### config.mk
export PLATFORM = sky130hd
export DESIGN_NAME = pid_pwm_driver
export DESIGN_NICKNAME = d
export VERILOG_FILES = /design/src/rtl/pid_pwm_driver.sv
export SDC_FILE = /design/constraint.sdc
export NUM_CORES = 1
export LEC_CHECK = 0
export CAP_MARGIN = 0
export CORE_ASPECT_RATIO = 1.5
export CORE_MARGIN = 2
export CORE_UTILIZATION = 40
export CTS_BUF_LIST = sky130_fd_sc_hd__clkbuf_16
export DETAILED_ROUTE_END_ITERATION = 8
export GPL_ROUTABILITY_DRIVEN = 0
export PLACE_DENSITY = 0.65
export SETUP_SLACK_MARGIN = 0.05
export SYNTH_ARGS = -nofsm -noshare
export SYNTH_HDL_FRONTEND = slang
export SYNTH_SLANG_ARGS = --single-unit
export TNS_END_PERCENT = 5
### constraint.sdc
create_clock -name clk -period 5.5 [get_ports clk]
set_input_delay 1.1 -clock clk [delete_from_list [all_inputs] [get_ports clk]]
set_output_delay 1.1 -clock clk [all_outputs]
set_load 0.02 [all_outputs]
### src/rtl/pid_pwm_driver.sv
// pid_pwm_driver: turns the PID controller's 8-bit control word into a
// single-bit PWM drive. Control words are double-buffered in a pending
// register and applied only at period boundaries. An enable/drain FSM
// guarantees that a started period always runs to completion.
// Optional feature macro: PWM_SLEW_EN limits the duty change per period
// to SLEW_STEP. When it is left undefined, no slew logic is built.
module pid_pwm_driver #(
    parameter int PRESCALE  = 4,
    parameter int SLEW_STEP = 16
) (
    input  logic       clk,
    input  logic       rst,
    input  logic [7:0] control_in,
    input  logic       control_valid,
    input  logic       enable,
    output logic       pwm_out,
    output logic       period_start,
    output logic [7:0] duty_active,
    output logic       busy
);

    typedef enum logic [1:0] {
        ST_IDLE  = 2'd0,
        ST_RUN   = 2'd1,
        ST_DRAIN = 2'd2
    } state_t;

    localparam int            PW       = (PRESCALE > 1) ? $clog2(PRESCALE) : 1;
    localparam logic [PW-1:0] PRE_LAST = PW'(PRESCALE - 1);
    localparam logic [7:0]    CNT_LAST = 8'd254;

    // Reject parameter values that cannot describe a valid PWM period or step.
    if (PRESCALE < 1 || SLEW_STEP < 1 || SLEW_STEP > 255) begin : g_param_check
        $error("pid_pwm_driver: PRESCALE must be >= 1 and SLEW_STEP in 1..255");
    end

`ifdef PWM_SLEW_EN
    // Move cur toward tgt by at most SLEW_STEP. The 9-bit arithmetic cannot
    // wrap because the result is clamped at the target.
    function automatic logic [7:0] slew_limit(input logic [7:0] cur,
                                              input logic [7:0] tgt);
        logic [8:0] c9;
        logic [8:0] t9;
        logic [8:0] s9;
        logic [8:0] r9;
        c9 = {1'b0, cur};
        t9 = {1'b0, tgt};
        s9 = 9'(SLEW_STEP);
        if (t9 > c9) begin
            if ((t9 - c9) > s9) begin
                r9 = c9 + s9;
            end else begin
                r9 = t9;
            end
        end else if (c9 > t9) begin
            if ((c9 - t9) > s9) begin
                r9 = c9 - s9;
            end else begin
                r9 = t9;
            end
        end else begin
            r9 = t9;
        end
        return r9[7:0];
    endfunction
`endif

    state_t        state_q, state_d;
    logic [PW-1:0] pre_q, pre_d;
    logic [7:0]    cnt_q, cnt_d;
    logic [7:0]    pending_q, pending_d;
    logic [7:0]    duty_q, duty_d;
    logic          pwm_q, pwm_d;
    logic          pstart_q, pstart_d;
    logic          busy_q, busy_d;

    logic          tick_s;
    logic          boundary_s;
    logic [PW-1:0] pre_adv_s;
    logic [7:0]    cnt_adv_s;
    logic [7:0]    next_duty_s;

    assign tick_s     = (pre_q == PRE_LAST);
    assign boundary_s = tick_s && (cnt_q == CNT_LAST);

`ifdef PWM_SLEW_EN
    assign next_duty_s = slew_limit(duty_q, pending_q);
`else
    assign next_duty_s = pending_q;
`endif

    // Free-running advance of the prescaler and the 255-tick period counter.
    always_comb begin
        pre_adv_s = pre_q;
        cnt_adv_s = cnt_q;
        if (tick_s) begin
            pre_adv_s = '0;
            if (cnt_q == CNT_LAST) begin
                cnt_adv_s = 8'd0;
            end else begin
                cnt_adv_s = cnt_q + 8'd1;
            end
        end else begin
            pre_adv_s = pre_q + PW'(1);
        end
    end

    // Next-state logic: FSM transitions, counters, duty load and output values.
    always_comb begin
        state_d   = state_q;
        pre_d     = pre_q;
        cnt_d     = cnt_q;
        duty_d    = duty_q;
        pstart_d  = 1'b0;
        pending_d = pending_q;
        if (control_valid) begin
            pending_d = control_in;
        end else begin
            pending_d = pending_q;
        end
        case (state_q)
            ST_IDLE: begin
                pre_d  = '0;
                cnt_d  = 8'd0;
                duty_d = 8'd0;
                if (enable) begin
                    state_d  = ST_RUN;
                    duty_d   = next_duty_s;
                    pstart_d = 1'b1;
                end else begin
                    state_d = ST_IDLE;
                end
            end
            ST_RUN: begin
                pre_d = pre_adv_s;
                cnt_d = cnt_adv_s;
                if (boundary_s) begin
                    duty_d   = next_duty_s;
                    pstart_d = 1'b1;
                end else begin
                    duty_d = duty_q;
                end
                if (enable) begin
                    state_d = ST_RUN;
                end else begin
                    state_d = ST_DRAIN;
                end
            end
            ST_DRAIN: begin
                pre_d = pre_adv_s;
                cnt_d = cnt_adv_s;
                if (boundary_s) begin
                    if (enable) begin
                        state_d  = ST_RUN;
                        duty_d   = next_duty_s;
                        pstart_d = 1'b1;
                    end else begin
                        state_d = ST_IDLE;
                        duty_d  = 8'd0;
                        pre_d   = '0;
                        cnt_d   = 8'd0;
                    end
                end else if (enable) begin
                    state_d = ST_RUN;
                end else begin
                    state_d = ST_DRAIN;
                end
            end
            default: begin
                state_d = ST_IDLE;
                pre_d   = '0;
                cnt_d   = 8'd0;
                duty_d  = 8'd0;
            end
        endcase
        // Outputs are registered from the next-state values, so they appear
        // in the cycle right after the edge that changes the state.
        busy_d = (state_d != ST_IDLE);
        pwm_d  = (state_d != ST_IDLE) && (cnt_d < duty_d);
    end

    // State and output registers with synchronous reset taking priority.
    always_ff @(posedge clk) begin
        if (rst) begin
            state_q   <= ST_IDLE;
            pre_q     <= '0;
            cnt_q     <= 8'd0;
            pending_q <= 8'd0;
            duty_q    <= 8'd0;
            pwm_q     <= 1'b0;
            pstart_q  <= 1'b0;
            busy_q    <= 1'b0;
        end else begin
            state_q   <= state_d;
            pre_q     <= pre_d;
            cnt_q     <= cnt_d;
            pending_q <= pending_d;
            duty_q    <= duty_d;
            pwm_q     <= pwm_d;
            pstart_q  <= pstart_d;
            busy_q    <= busy_d;
        end
    end

    assign pwm_out      = pwm_q;
    assign period_start = pstart_q;
    assign duty_active  = duty_q;
    assign busy         = busy_q;

endmodule

==> out/results.txt <==
Vias/cell = 5.53
Core Footprint = 3920 sq um
EDFF count, synth = 0
Fin Clk Skew = 0.00280 ns
standard-cell rows = 28
wirelength, routed = 3480 um
status = complete, no violations
clock root buffer = clkbuf_16
arrival time worst endpoint = 3.62 ns
RSZ-0062 raised after global routing = no
Post-Syn Area = 1630 sq um
Max VDD drop = 245 uV
type of origin of the critical path = input port
DRC viols = 0
Synth Flop Type = dfxtp_1
number of synthesized register bits = 31
kind of critical path = in2reg
Leak = 0.827 nW
# Post-CTS Setup Buffers = 0
gr ovfl total = 0
worst path cell trace = clkdlybuf4s50_1 -> nor2_1 -> a21oi_1 -> nand2_1 -> ha_1 -> and4_1 -> and4b_1 -> a2111o_1 -> a221oi_2
global-route wire length before repair = 5890 um
die width = 56.2 um
final hold slack = 0.436 ns
clk sinks = 31
Port Buffers = 22
most frequent cells in the layout = dfxtp_1 (31), nor2_1 (26), clkdlybuf4s50_1 (22), nand2_1 (14), ha_1 (14)
io pins = 23
Initial Utilization = 41.6%
area of the multi-input gates = 956 sq um
clk buf depth = 2
1st-pass router iterations = 4
largest fanout on the critical path = 8
share of the yosys chip area belonging to registers = 38.0%
Finish-stage setup viols = 0
vias in the first global route = 1341
wire length per cell = 14.5 um
number of routed nets with antenna violations = 0
Worst EP required = 5.69 ns
min-delay worst type = reg2reg
Layout Nets = 221
gr usage total = 16.6%
Yosys cell types = 38
Reg clk slew, reported paths = 0.05 ns
switching power share of the total = 23.4%
WHS Path Cells = 1
FF+latch area = 621 sq um
clock share of power = 45.9%
largest net degree at the start of global routing = 12
dpl hpwl = 2720 um
hold buffers post-CTS = 0
Die Ht = 82.3 um
1st-iter DRT viols = 22
clk_lat worst skew = 0.27 ns
Crit-path slowest cell = clkdlybuf4s50_1
Synth Net Count = 199
cell-internal power = 0.426 mW
FILL cells = 401
Slew Viols, Final = 0
via count = 1328
cts bufs inserted = 5
max cap viols = 0
R2R cell count = 10
ys async rst share = 0%
Least-Margin Pin Slew = 0.483 ns
Tmin final = 3.43 ns
initial antenna violation count = 0
Die Area = 4620 sq um
Power Density = 278 nW/um^2
CTS tree = done
fraction of layout cells with a size suffix above 1 = 11.8%
Critical Path Max Stage Delay = 0.61 ns
setup tns final = 0 ns
FMAX = 292 MHz
post-synthesis area per instance = 9.44 sq um
Tcrit/Tclk final = 62.3%
Layout area overhead = 22.6%
final hold vios = 0
net switching power = 0.130 mW
H-tree depth reported by CTS = 2
Antenna Cells = 0
Flop pwr share = 42.6%
crit path capture type = flip-flop
most common cell after layout, fill and taps aside = dfxtp_1
combinational power share = 11.5%
CTS resizes = 0
Ys Warns = 0
cells after synthesis = 173
Slew HR = 67.8%
[flip-flops by register name, summed over array words and instances, names as in the netlist]
name / count
busy: 1
cnt_q: 8
duty_active: 8
next_duty_s: 8
period_start: 1
pre_q: 2
pwm_out: 1
state_q: 2
[area by class of cell]
type                    count  share of cell area, %
flip-flops and latches     31                   31.0
inverters                   4                  0.750
repair buffers             22                   11.0
multi-input cells         131                   47.8
well taps                  45                   2.81
clock inverters             2                  0.437
clock buffers               5                   6.25
[worst max-delay path, delay by kind of cell]
kind,cells,cell delay [ns]
AO/OA/AOI/OAI,3,0.98
adder cells (fa/ha/maj),1,0.33
AND/OR/NAND/NOR,4,0.62
buffers and inverters,1,0.61
[metrics by stage]
step                      utilization [%]  instances  worst slack [ns]  total power [mW]  instance area [sq um]
after CTS                            51.0        240              2.09             0.560                   2000
final                                51.0        240              2.07             0.556                   2000
after global placement               47.6        233              1.89             0.304                   1870
after floorplan                         -        173              2.65             0.281                   1630
after global routing                 51.0        240              1.85             0.575                   2000
after detailed placement             47.6        233              1.81             0.305                   1870
[cells in the mapped netlist, types with 3 or more instances]
cell | count | area [sq um]
nand3_1 | 3 | 15.0
and2b_1 | 7 | 52.6
inv_1 | 4 | 15.0
mux2i_1 | 8 | 80.1
nand2_1 | 14 | 52.6
a21oi_1 | 7 | 35.0
nor2_1 | 26 | 97.6
o21ai_0 | 4 | 20.0
clkbuf_1 | 5 | 18.8
ha_1 | 14 | 175
dfxtp_1 | 31 | 621
a22o_2 | 7 | 70.1
xor2_1 | 7 | 61.3
[power groups by stage]
stage | combinational (mW) | sequential, mW | clock [mW]
floorplan | 0.0366 | 0.245 | 0
global placement | 0.0626 | 0.241 | 0
detailed placement | 0.0639 | 0.242 | 0
CTS | 0.0642 | 0.237 | 0.259
global route | 0.0700 | 0.238 | 0.268
finish | 0.0638 | 0.237 | 0.255
[path summary, 6_finish.rpt]
check	start	endpoint	slack, ns
worst max register to register	pre_q[0]	pwm_out	2.45
worst min register to register	pre_q[0]	pre_q[0]	0.44
worst max-delay path	enable	pwm_out	2.07
worst min-delay path	pre_q[0]	pre_q[0]	0.44
[metal layers]
layer	vias up	track usage [%]	routed length, um
li1	654	-	-
met1	638	17.7	1420
met2	31	31.6	1870
met3	5	3.27	124
met4	0	7.14	61
met5	-	0	0
[cell families (layout without fill, tap and decap cells)]
family | Yosys count | after routing | share of synthesized area [%]
AOI/OAI and AO/OA | 31 | 31 | 15.7
xor gates and xnor gates | 7 | 7 | 3.75
adders and majority gates | 14 | 14 | 10.7
buffers and inverters | 11 | 33 | 3.45
DFF | 31 | 31 | 38.0
muxes | 8 | 8 | 4.90
and+or+nand+nor | 71 | 71 | 23.4
Power figures use the tool's default switching activity.
